$ cat config.mk
export PLATFORM = sky130hd
export DESIGN_NAME = vdp_copper_ext
export DESIGN_NICKNAME = d
export VERILOG_FILES = /design/src/rtl/vdp_copper_ext.sv
export SDC_FILE = /design/constraint.sdc
export NUM_CORES = 1
export LEC_CHECK = 0
export CORE_ASPECT_RATIO = 0.6
export CORE_MARGIN = 2
export CORE_UTILIZATION = 47
export CTS_CLUSTER_SIZE = 24
export DETAILED_ROUTE_END_ITERATION = 10
export HOLD_SLACK_MARGIN = 0.05
export PLACE_DENSITY = 0.77
export SLEW_MARGIN = 20
export SYNTH_ARGS = -nofsm -noshare
export SYNTH_HDL_FRONTEND = slang
export SYNTH_SLANG_ARGS = --single-unit
$ cat constraint.sdc
create_clock -name clk -period 2.3 [get_ports clk]
set_input_delay 0.575 -clock clk [delete_from_list [all_inputs] [get_ports clk]]
set_output_delay 0.575 -clock clk [all_outputs]
set_load 0.005 [all_outputs]
$ cat src/rtl/vdp_copper_ext.sv
// Copper coprocessor: walks a program held in a 1-cycle synchronous RAM, waits on
// raster positions and issues handshaked VDP register writes.
module vdp_copper_ext #(
    parameter int ADDR_WIDTH     = 11,
    parameter int REG_ADDR_WIDTH = 6,
    parameter int X_WIDTH        = 11,
    parameter int Y_WIDTH        = 10,
    parameter int PC_RESET       = 0
) (
    input  logic                      clk,
    input  logic                      reset_n,
    input  logic                      enable,
    input  logic [X_WIDTH-1:0]        raster_x,
    input  logic [Y_WIDTH-1:0]        raster_y,
    output logic [ADDR_WIDTH-1:0]     ram_read_address,
    input  logic [15:0]               ram_read_data,
    output logic [REG_ADDR_WIDTH-1:0] reg_write_address,
    output logic [15:0]               reg_write_data,
    output logic                      reg_write_en,
    input  logic                      reg_write_ready,
    output logic                      halted
);

    localparam logic [ADDR_WIDTH-1:0] PC_INIT = ADDR_WIDTH'(PC_RESET);

    localparam logic [2:0] OP_SET_X       = 3'd0;
    localparam logic [2:0] OP_WAIT_Y      = 3'd1;
    localparam logic [2:0] OP_WRITE       = 3'd2;
    localparam logic [2:0] OP_JUMP        = 3'd3;
    localparam logic [2:0] OP_WAIT_X      = 3'd4;
    localparam logic [2:0] OP_WRITE_BATCH = 3'd5;
    localparam logic [2:0] OP_WAIT_Y_GE   = 3'd6;
    localparam logic [2:0] OP_HALT        = 3'd7;

    typedef enum logic [2:0] {
        S_FETCH  = 3'd0,
        S_DECODE = 3'd1,
        S_DATA   = 3'd2,
        S_WRITE  = 3'd3,
        S_WAIT   = 3'd4,
        S_HALT   = 3'd5
    } state_t;

    state_t                    state_q, state_d;
    logic [ADDR_WIDTH-1:0]     pc_q, pc_d;
    logic                      data_pending_q, data_pending_d;
    logic [4:0]                remaining_q, remaining_d;
    logic [X_WIDTH-1:0]        target_x_q, target_x_d;
    logic [Y_WIDTH-1:0]        target_y_q, target_y_d;
    logic                      wait_ge_q, wait_ge_d;
    logic                      wr_en_q, wr_en_d;
    logic [REG_ADDR_WIDTH-1:0] wr_addr_q, wr_addr_d;
    logic [15:0]               wr_data_q, wr_data_d;

    logic [2:0]            op;
    logic [ADDR_WIDTH-1:0] pc_inc;
    logic                  wait_hit;
    logic                  at_origin;
    logic                  accept;

    assign op        = ram_read_data[15:13];
    assign pc_inc    = pc_q + ADDR_WIDTH'(1);
    assign at_origin = (raster_x == '0) && (raster_y == '0);
    assign wait_hit  = wait_ge_q ? (raster_y >= target_y_q)
                                 : ((raster_x == target_x_q) && (raster_y == target_y_q));
    // ready only counts while a request is actually outstanding
    assign accept    = (state_q == S_WRITE) && wr_en_q && reg_write_ready;

    // State register
    always_ff @(posedge clk or negedge reset_n) begin
        if (!reset_n) begin
            state_q <= S_FETCH;
        end else begin
            state_q <= state_d;
        end
    end

    // Next-state logic
    always_comb begin
        state_d = state_q;
        if (!enable) begin
            state_d = S_FETCH;
        end else begin
            case (state_q)
                S_FETCH:  state_d = data_pending_q ? S_DATA : S_DECODE;
                S_DECODE: begin
                    case (op)
                        OP_WAIT_Y, OP_WAIT_X, OP_WAIT_Y_GE: state_d = S_WAIT;
                        OP_HALT:                            state_d = S_HALT;
                        default:                            state_d = S_FETCH;
                    endcase
                end
                S_DATA:   state_d = S_WRITE;
                S_WRITE:  if (accept)    state_d = S_FETCH;
                S_WAIT:   if (wait_hit)  state_d = S_FETCH;
                S_HALT:   if (at_origin) state_d = S_FETCH;
                default:  state_d = S_FETCH;
            endcase
        end
    end

    // Datapath and output logic
    always_comb begin
        pc_d           = pc_q;
        data_pending_d = data_pending_q;
        remaining_d    = remaining_q;
        target_x_d     = target_x_q;
        target_y_d     = target_y_q;
        wait_ge_d      = wait_ge_q;
        wr_en_d        = wr_en_q;
        wr_addr_d      = wr_addr_q;
        wr_data_d      = wr_data_q;
        if (!enable) begin
            pc_d           = PC_INIT;
            data_pending_d = 1'b0;
            wr_en_d        = 1'b0;
        end else begin
            case (state_q)
                S_DECODE: begin
                    case (op)
                        OP_SET_X: begin
                            target_x_d = ram_read_data[X_WIDTH-1:0];
                            pc_d       = pc_inc;
                        end
                        OP_WAIT_X: begin
                            target_x_d = ram_read_data[X_WIDTH-1:0];
                            wait_ge_d  = 1'b0;
                        end
                        OP_WAIT_Y: begin
                            target_y_d = ram_read_data[Y_WIDTH-1:0];
                            wait_ge_d  = 1'b0;
                        end
                        OP_WAIT_Y_GE: begin
                            target_y_d = ram_read_data[Y_WIDTH-1:0];
                            wait_ge_d  = 1'b1;
                        end
                        OP_JUMP: pc_d = ram_read_data[ADDR_WIDTH-1:0];
                        OP_WRITE: begin
                            wr_addr_d      = ram_read_data[REG_ADDR_WIDTH-1:0];
                            remaining_d    = 5'd0;
                            data_pending_d = 1'b1;
                            pc_d           = pc_inc;
                        end
                        OP_WRITE_BATCH: begin
                            wr_addr_d      = ram_read_data[REG_ADDR_WIDTH-1:0];
                            remaining_d    = ram_read_data[12:8];
                            data_pending_d = 1'b1;
                            pc_d           = pc_inc;
                        end
                        default: ;
                    endcase
                end
                S_DATA: begin
                    wr_data_d      = ram_read_data;
                    wr_en_d        = 1'b1;
                    data_pending_d = 1'b0;
                end
                S_WRITE: begin
                    if (accept) begin
                        wr_en_d = 1'b0;
                        pc_d    = pc_inc;
                        // further batch words: next word is data, register address advances
                        if (remaining_q != 5'd0) begin
                            remaining_d    = remaining_q - 5'd1;
                            wr_addr_d      = wr_addr_q + REG_ADDR_WIDTH'(1);
                            data_pending_d = 1'b1;
                        end
                    end
                end
                S_WAIT: if (wait_hit) pc_d = pc_inc;
                S_HALT: if (at_origin) pc_d = PC_INIT;
                default: ;
            endcase
        end
    end

    always_ff @(posedge clk or negedge reset_n) begin
        if (!reset_n) begin
            pc_q           <= PC_INIT;
            data_pending_q <= 1'b0;
            remaining_q    <= 5'd0;
            target_x_q     <= '0;
            target_y_q     <= '0;
            wait_ge_q      <= 1'b0;
            wr_en_q        <= 1'b0;
            wr_addr_q      <= '0;
            wr_data_q      <= 16'd0;
        end else begin
            pc_q           <= pc_d;
            data_pending_q <= data_pending_d;
            remaining_q    <= remaining_d;
            target_x_q     <= target_x_d;
            target_y_q     <= target_y_d;
            wait_ge_q      <= wait_ge_d;
            wr_en_q        <= wr_en_d;
            wr_addr_q      <= wr_addr_d;
            wr_data_q      <= wr_data_d;
        end
    end

    assign ram_read_address  = pc_q;
    assign reg_write_address = wr_addr_q;
    assign reg_write_data    = wr_data_q;
    assign reg_write_en      = wr_en_q;
    assign halted            = (state_q == S_HALT);

endmodule
# [After elaboration in Yosys (flattened, before gate mapping)]
# Cells that the tools add are included.
[word_totals] reg_bits=65 inputBits=41 output_inout_bits=35
[classes] add_sub_neg=3 n_lt_le_gt_ge=1 eq_ne=27 muxes=31 reduce_logical=27
[op_table] cell="11-bit two-way mux" count=4
[op_table] cell="11-bit one-hot mux with 4 select lines" count=1
[op_table] cell="11-bit one-hot mux with 2 select lines" count=1
[op_table] cell="5-bit one-hot mux with 2 select lines" count=2
[op_table] cell="3-bit == test (second input constant)" count=6
[op_table] cell="6-bit two-way mux" count=3
[op_table] cell="3-bit one-hot mux with 6 select lines" count=1
[op_table] cell="5-bit AND reduction" count=3
[op_table] cell="3-bit by 2-bit == test with 1-bit output (second input constant)" count=4
[op_table] cell="3-bit two-way mux" count=4
[op_table] cell="6-bit one-hot mux with 2 select lines" count=1
[op_table] cell="3-bit AND reduction" count=4
[op_table] cell="11-bit by 1-bit adder with 11-bit output (second input constant)" count=1
[op_table] cell="11-bit == test" count=1
[op_table] cell="11-bit zero test" count=1
[op_table] cell="10-bit == test" count=1
[op_table] cell="10-bit greater-or-equal comparator" count=1
[op_table] cell="10-bit zero test" count=1
[op_table] cell="5-bit two-way mux" count=2
[op_table] cell="3-bit != test (second input constant)" count=3
[op_table] cell="2-bit OR reduction" count=4
[op_table] cell="1-bit two-way mux" count=7
[op_table] cell="6-bit by 1-bit adder with 6-bit output (second input constant)" count=1
[op_table] cell="3-bit by 1-bit == test with 1-bit output (second input constant)" count=2
[op_table] cell="other kinds (19)" count=30

# [Depth between registers and ports, before layout]
[logic_depth] depth_word=6 mapped_depth=10 depth_no_buf=9

# [Least setup slack after synthesis]
# OpenSTA, ideal clock, no wires.
[synth_timing] kind="input to register" startpoint="input raster_y[5]" endpoint="register pc_q[10], in the netlist ram_read_address[10]" t_arrival_ns=2.327 t_required_ns=2.180 path_slack_ns=-0.147 path_stages=8 n_path_buf=1 path_cell_list="ha_1 a21oi_1 o21ai_0 a2111o_1 a211oi_1 o21ai_2 buf_2 a31o_2"
[synth_via] elab_chain_cells=5 word_cells_on_any_way=9 classes_between="order compare (1); eq/ne (3); mux (1); reduce/logical (4)"
[synth_lines] element="start, declared" line_no="14" text="input logic [Y_WIDTH-1:0] raster_y,"
[synth_lines] element="branches (longest 4 deep; another with 10-bit greater-or-equal comparator)"
[synth_lines] element="5-bit AND reduction (no line) *"
[synth_lines] element="end signal, assigned" line_no="189" text="pc_q <= pc_d;"
[synth_lines] element="end, declared" line_no="45" text="logic [ADDR_WIDTH-1:0] pc_q, pc_d;"
# Mark *: on every way between the ends.
# A chain may end at the register's enable or synchronous reset.

# [Worst setup path in the final report]
[layout_timing] startpoint="input raster_x[2]" endpoint="register pc_q[2], in the netlist ram_read_address[2]"
[layout_via] elab_chain_cells=5 word_cells_on_any_way=8 classes_between="eq/ne (3); mux (1); reduce/logical (4)"
[layout_lines] element="start, declared" line_no="13" text="input logic [X_WIDTH-1:0] raster_x,"
[layout_lines] element="11-bit == test" line_no="65" text=": ((raster_x == target_x_q) && (raster_y == target_y_q));"
[layout_lines] element="1-bit logical AND" line_no="65"
[layout_lines] element="1-bit two-way mux" line_no="64" text="assign wait_hit = wait_ge_q ? (raster_y >= target_y_q)"
[layout_lines] element="3-bit != test (no line)"
[layout_lines] element="5-bit AND reduction (no line) *"
# Mark *: on every way between the ends. The rest lies on a longest branch, timed or not.

==> impl_results.md <==
- DRC viols: 0
- Slowest CP cell: or4_4
- Top cell types by occurrence after synthesis: 65 x dfrtp_1, 32 x nand2_1, 29 x o21ai_0
- Max Cap Viol: 0
- Sequential group share of total power: 0.320
- GP Congestion: 0.858
- Failing checks: negative setup slack
- Core Region: approximately 7400 sq um
- Dominant cell type by area after synthesis: dfrtp_1
- Netlist cell types: 52
- Pleak: 2.39 nW
- Grt total ovfl: 0
- Clk slew on worst S/H paths: 0.06 ns
- Synth Instances: 370
- Via count: 3,505
- RSZ-0062 raised after global routing: yes
- Slack of the worst reg-to-reg path: -0.07 ns
- Synth top area share: 0.447
- Drt pass-1 iters: 5
- TritonCTS clock tree: built
- CTS max path bufs: 2
- Switching Fraction: 0.352
- CP Class: in -> reg
- Reg2reg path depth: 9
- Max VDD drop: between 0.5 and 0.6 mV
- Final net count: 549
- Crit-path max FO: 7
- Worst hold path type: in -> async
- FF-to-FF Start: target_y_q[5]$_DFFE_PN0P_
- Syn_area_per_cell: 9.84 sq um
- Number of global-route vias before repair: 3,652
- Pin count of the biggest net entering global routing: 66
- DR vias/cell: 5.81
- I/O pins: 76
- Die H: 72.2 um
- CP max stage delay: just under 0.5 ns
- Final setup margin: -0.0870 ns
- Mapped Area: 3640 sq um
- Post-synth EDFFs: 0
- Count leader, synth: dfrtp_1
- Hold Vio Cnt, Final: 0
- Post-Syn Nets: 425
- Max-slew violations: 0
- Worst reg2reg path endpoint: ram_read_address[2]$_DFFE_PN0P_
- GRT Overall Usage: 0.281
- CP arrival: about 2.6 ns
- Sw Pwr: roughly 2.3 mW
- Worst Setup EP: ram_read_address[2]$_DFFE_PN0P_
- Die Area: 8490 sq um
- IO buf count: 75
- Post-synthesis async set-or-reset flop share: 1.00
- Synth area leaders: dfrtp_1 45%, mux2_2 8.7%, ha_1 4.8%
- Clk Latency, worst-skew pair: ~0.34 ns
- Yosys reg bits: 65
- Critical path endpoint category: flop
- CTS sink count: 65
- DR WL/cell: 18.9 um
- Fin util: 0.732
- DIE WIDTH: ~120 um
- Internal power: between 4 and 5 mW
- Yosys warning count: 0
- Initial antenna violation count: 0
- Run status: complete, but fails checks
- Pwr per Cell Area: 1200 nW/um^2
- Max transition margin: 0.578
- Post-place setup slack: -0.858 ns
- Most used DFF post-synth: dfrtp_1
- Clock share of power: 0.229
- Slew @ Worst Pin: 0.631 ns
- Seq/Total Area, Yosys: 0.447
- Peak Freq: 419 MHz
- Crit start category: primary input
- Final worst-path cycle share: 1.04
- # diodes: 0
- Clock Skew: roughly 0.0065 ns
- Root Buffer: clkbuf_16
- Antenna Nets Post-Route: 0
- First-pass GRT wire length: between 15,000 and 20,000 um
- Comb power frac: 0.451
- Cell chain of the critical path: dlygate4sd2_1 -> or4_4 -> o41ai_4 -> nand2_2 -> o21ai_4 -> buf_6 -> o21ai_2 -> a31o_2
- Worst Setup SP: raster_x[2]
- CTS Buf Count: 9
- Final setup viols: 13
- Final HPWL DP: between 7000 and 8000 um
- Layout cells sized above 1: 0.307
- Initial Util: 0.493
- Layout Cells excl Fill: ~600
- Tmin final: 2.39 ns
- Area Growth Syn to Fin: 48.5%
- Critical path required time: 2.52 ns
- Drt initial violations: 243
- Routed WL: 11,400 um
- # H-tree levels: 3
- Rows: 24
- Post-Place Cells: 577
[cells in the final DEF (no fill, tap or decap), types with 4 or more instances in the layout]
master           instances
o211a_1                  6
ha_1                     6
o211ai_1                 6
clkbuf_16                9
ha_4                     8
nor2_1                  20
o21ai_2                  5
nand3_1                 10
dfrtp_1                 65
nand2b_1                 4
buf_4                   53
clkdlybuf4s50_1         54
nand2_1                 31
nand4_1                  4
dlygate4sd2_1            9
and3_1                   8
a21oi_2                  4
inv_2                    6
mux2_2                  28
buf_2                    7
nor2b_1                  6
and2_1                   5
xor2_1                  13
a21oi_1                 13
nor3b_1                  7
nor3_1                   7
inv_1                   10
o21ai_0                 27
[metrics by stage]
stage / instance area, sq um / hold slack (ns) / total power, mW / TNS (ns)
after floorplan: 3650 / 0.279 / 3.32 / 0
after global placement: 4810 / 0.489 / 4.38 / -10.05
after detailed placement: 4810 / 0.494 / 4.53 / -11.72
after CTS: 5380 / 0.273 / 6.43 / -0.489
after global routing: 5400 / 0.281 / 6.88 / -1.79
final: 5400 / 0.245 / 6.50 / -0.499
[power by group through the flow]
stage / Sequential, mW / Combinational, mW / Clock (mW)
finish: 2.08 / 2.93 / 1.49
global route: 2.14 / 3.18 / 1.56
CTS: 2.07 / 2.87 / 1.49
detailed placement: 2.06 / 2.47 / 0
global placement: 2.02 / 2.35 / 0
floorplan: 1.98 / 1.34 / 0
[layout make-up]
type | instances | area, sq um
Clock buffer | 9 | 225
Clock inverter | 7 | 95.1
Fill cell | 536 | 1980
Inverter | 16 | 60.1
Multi-Input combinational cell | 271 | 2110
Sequential cell | 65 | 1630
Tap cell | 104 | 130
Timing Repair Buffer | 131 | 1160
[what timing repair did]
| action | CTS | global route |
|---|---|---|
| gates resized for setup | 80 | 8 |
| hold buffers | 0 | 0 |
| setup buffers | 9 | 0 |
| pin swaps | 33 | 13 |
| gates cloned | 1 | 0 |
| setup endpoints to repair | 14 | 23 |
[registers in the layout, summed over array words and instances (netlist names)]
| register | flops |
|---|---|
| reg_write_data | 16 |
| ram_read_address | 11 |
| target_x_q | 11 |
| target_y_q | 10 |
| reg_write_address | 6 |
| remaining_q | 5 |
| state_q | 3 |
| data_pending_q | 1 |
| reg_write_en | 1 |
| wait_ge_q | 1 |
[routing by layer]
metal | global-route usage | up-vias | share of wire
li1 | - | 1599 | -
met1 | 0.379 | 1739 | 0.44
met2 | 0.448 | 145 | 0.46
met3 | 0.0802 | 22 | 0.073
met4 | 0.0817 | 0 | 0.022
met5 | 0 | - | 0
[kinds of logic after synthesis]
logic type,share of synthesized area
muxes,0.0894
xor gates and xnor gates,0.0361
DFF,0.447
buffers and inverters,0.0406
AOI/OAI and AO/OA,0.168
adders and majority gates,0.0481
and+or+nand+nor,0.171
[how the worst min path moves through the flow]
stage / from / endpoint / slack, ns / cells past startpoint
after floorplan: reset_n / data_pending_q$_DFFE_PN0P_ / 0.28 / 0
after global placement: reg_write_data[11]$_DFFE_PN0P_ / reg_write_data[11]$_DFFE_PN0P_ / 0.49 / 1
after detailed placement: reg_write_data[13]$_DFFE_PN0P_ / reg_write_data[13]$_DFFE_PN0P_ / 0.49 / 1
after CTS: reset_n / reg_write_address[3]$_DFFE_PN0P_ / 0.27 / 2
after global routing: reset_n / target_y_q[9]$_DFFE_PN0P_ / 0.28 / 2
final: reset_n / target_y_q[9]$_DFFE_PN0P_ / 0.24 / 2
[worst max-delay path, delay by kind of cell]
kind | cells | cell delay (ns)
buf+inv | 2 | 0.43
simple gates | 2 | 0.64
compound gates | 4 | 0.96
Power figures use the tool's default switching activity.
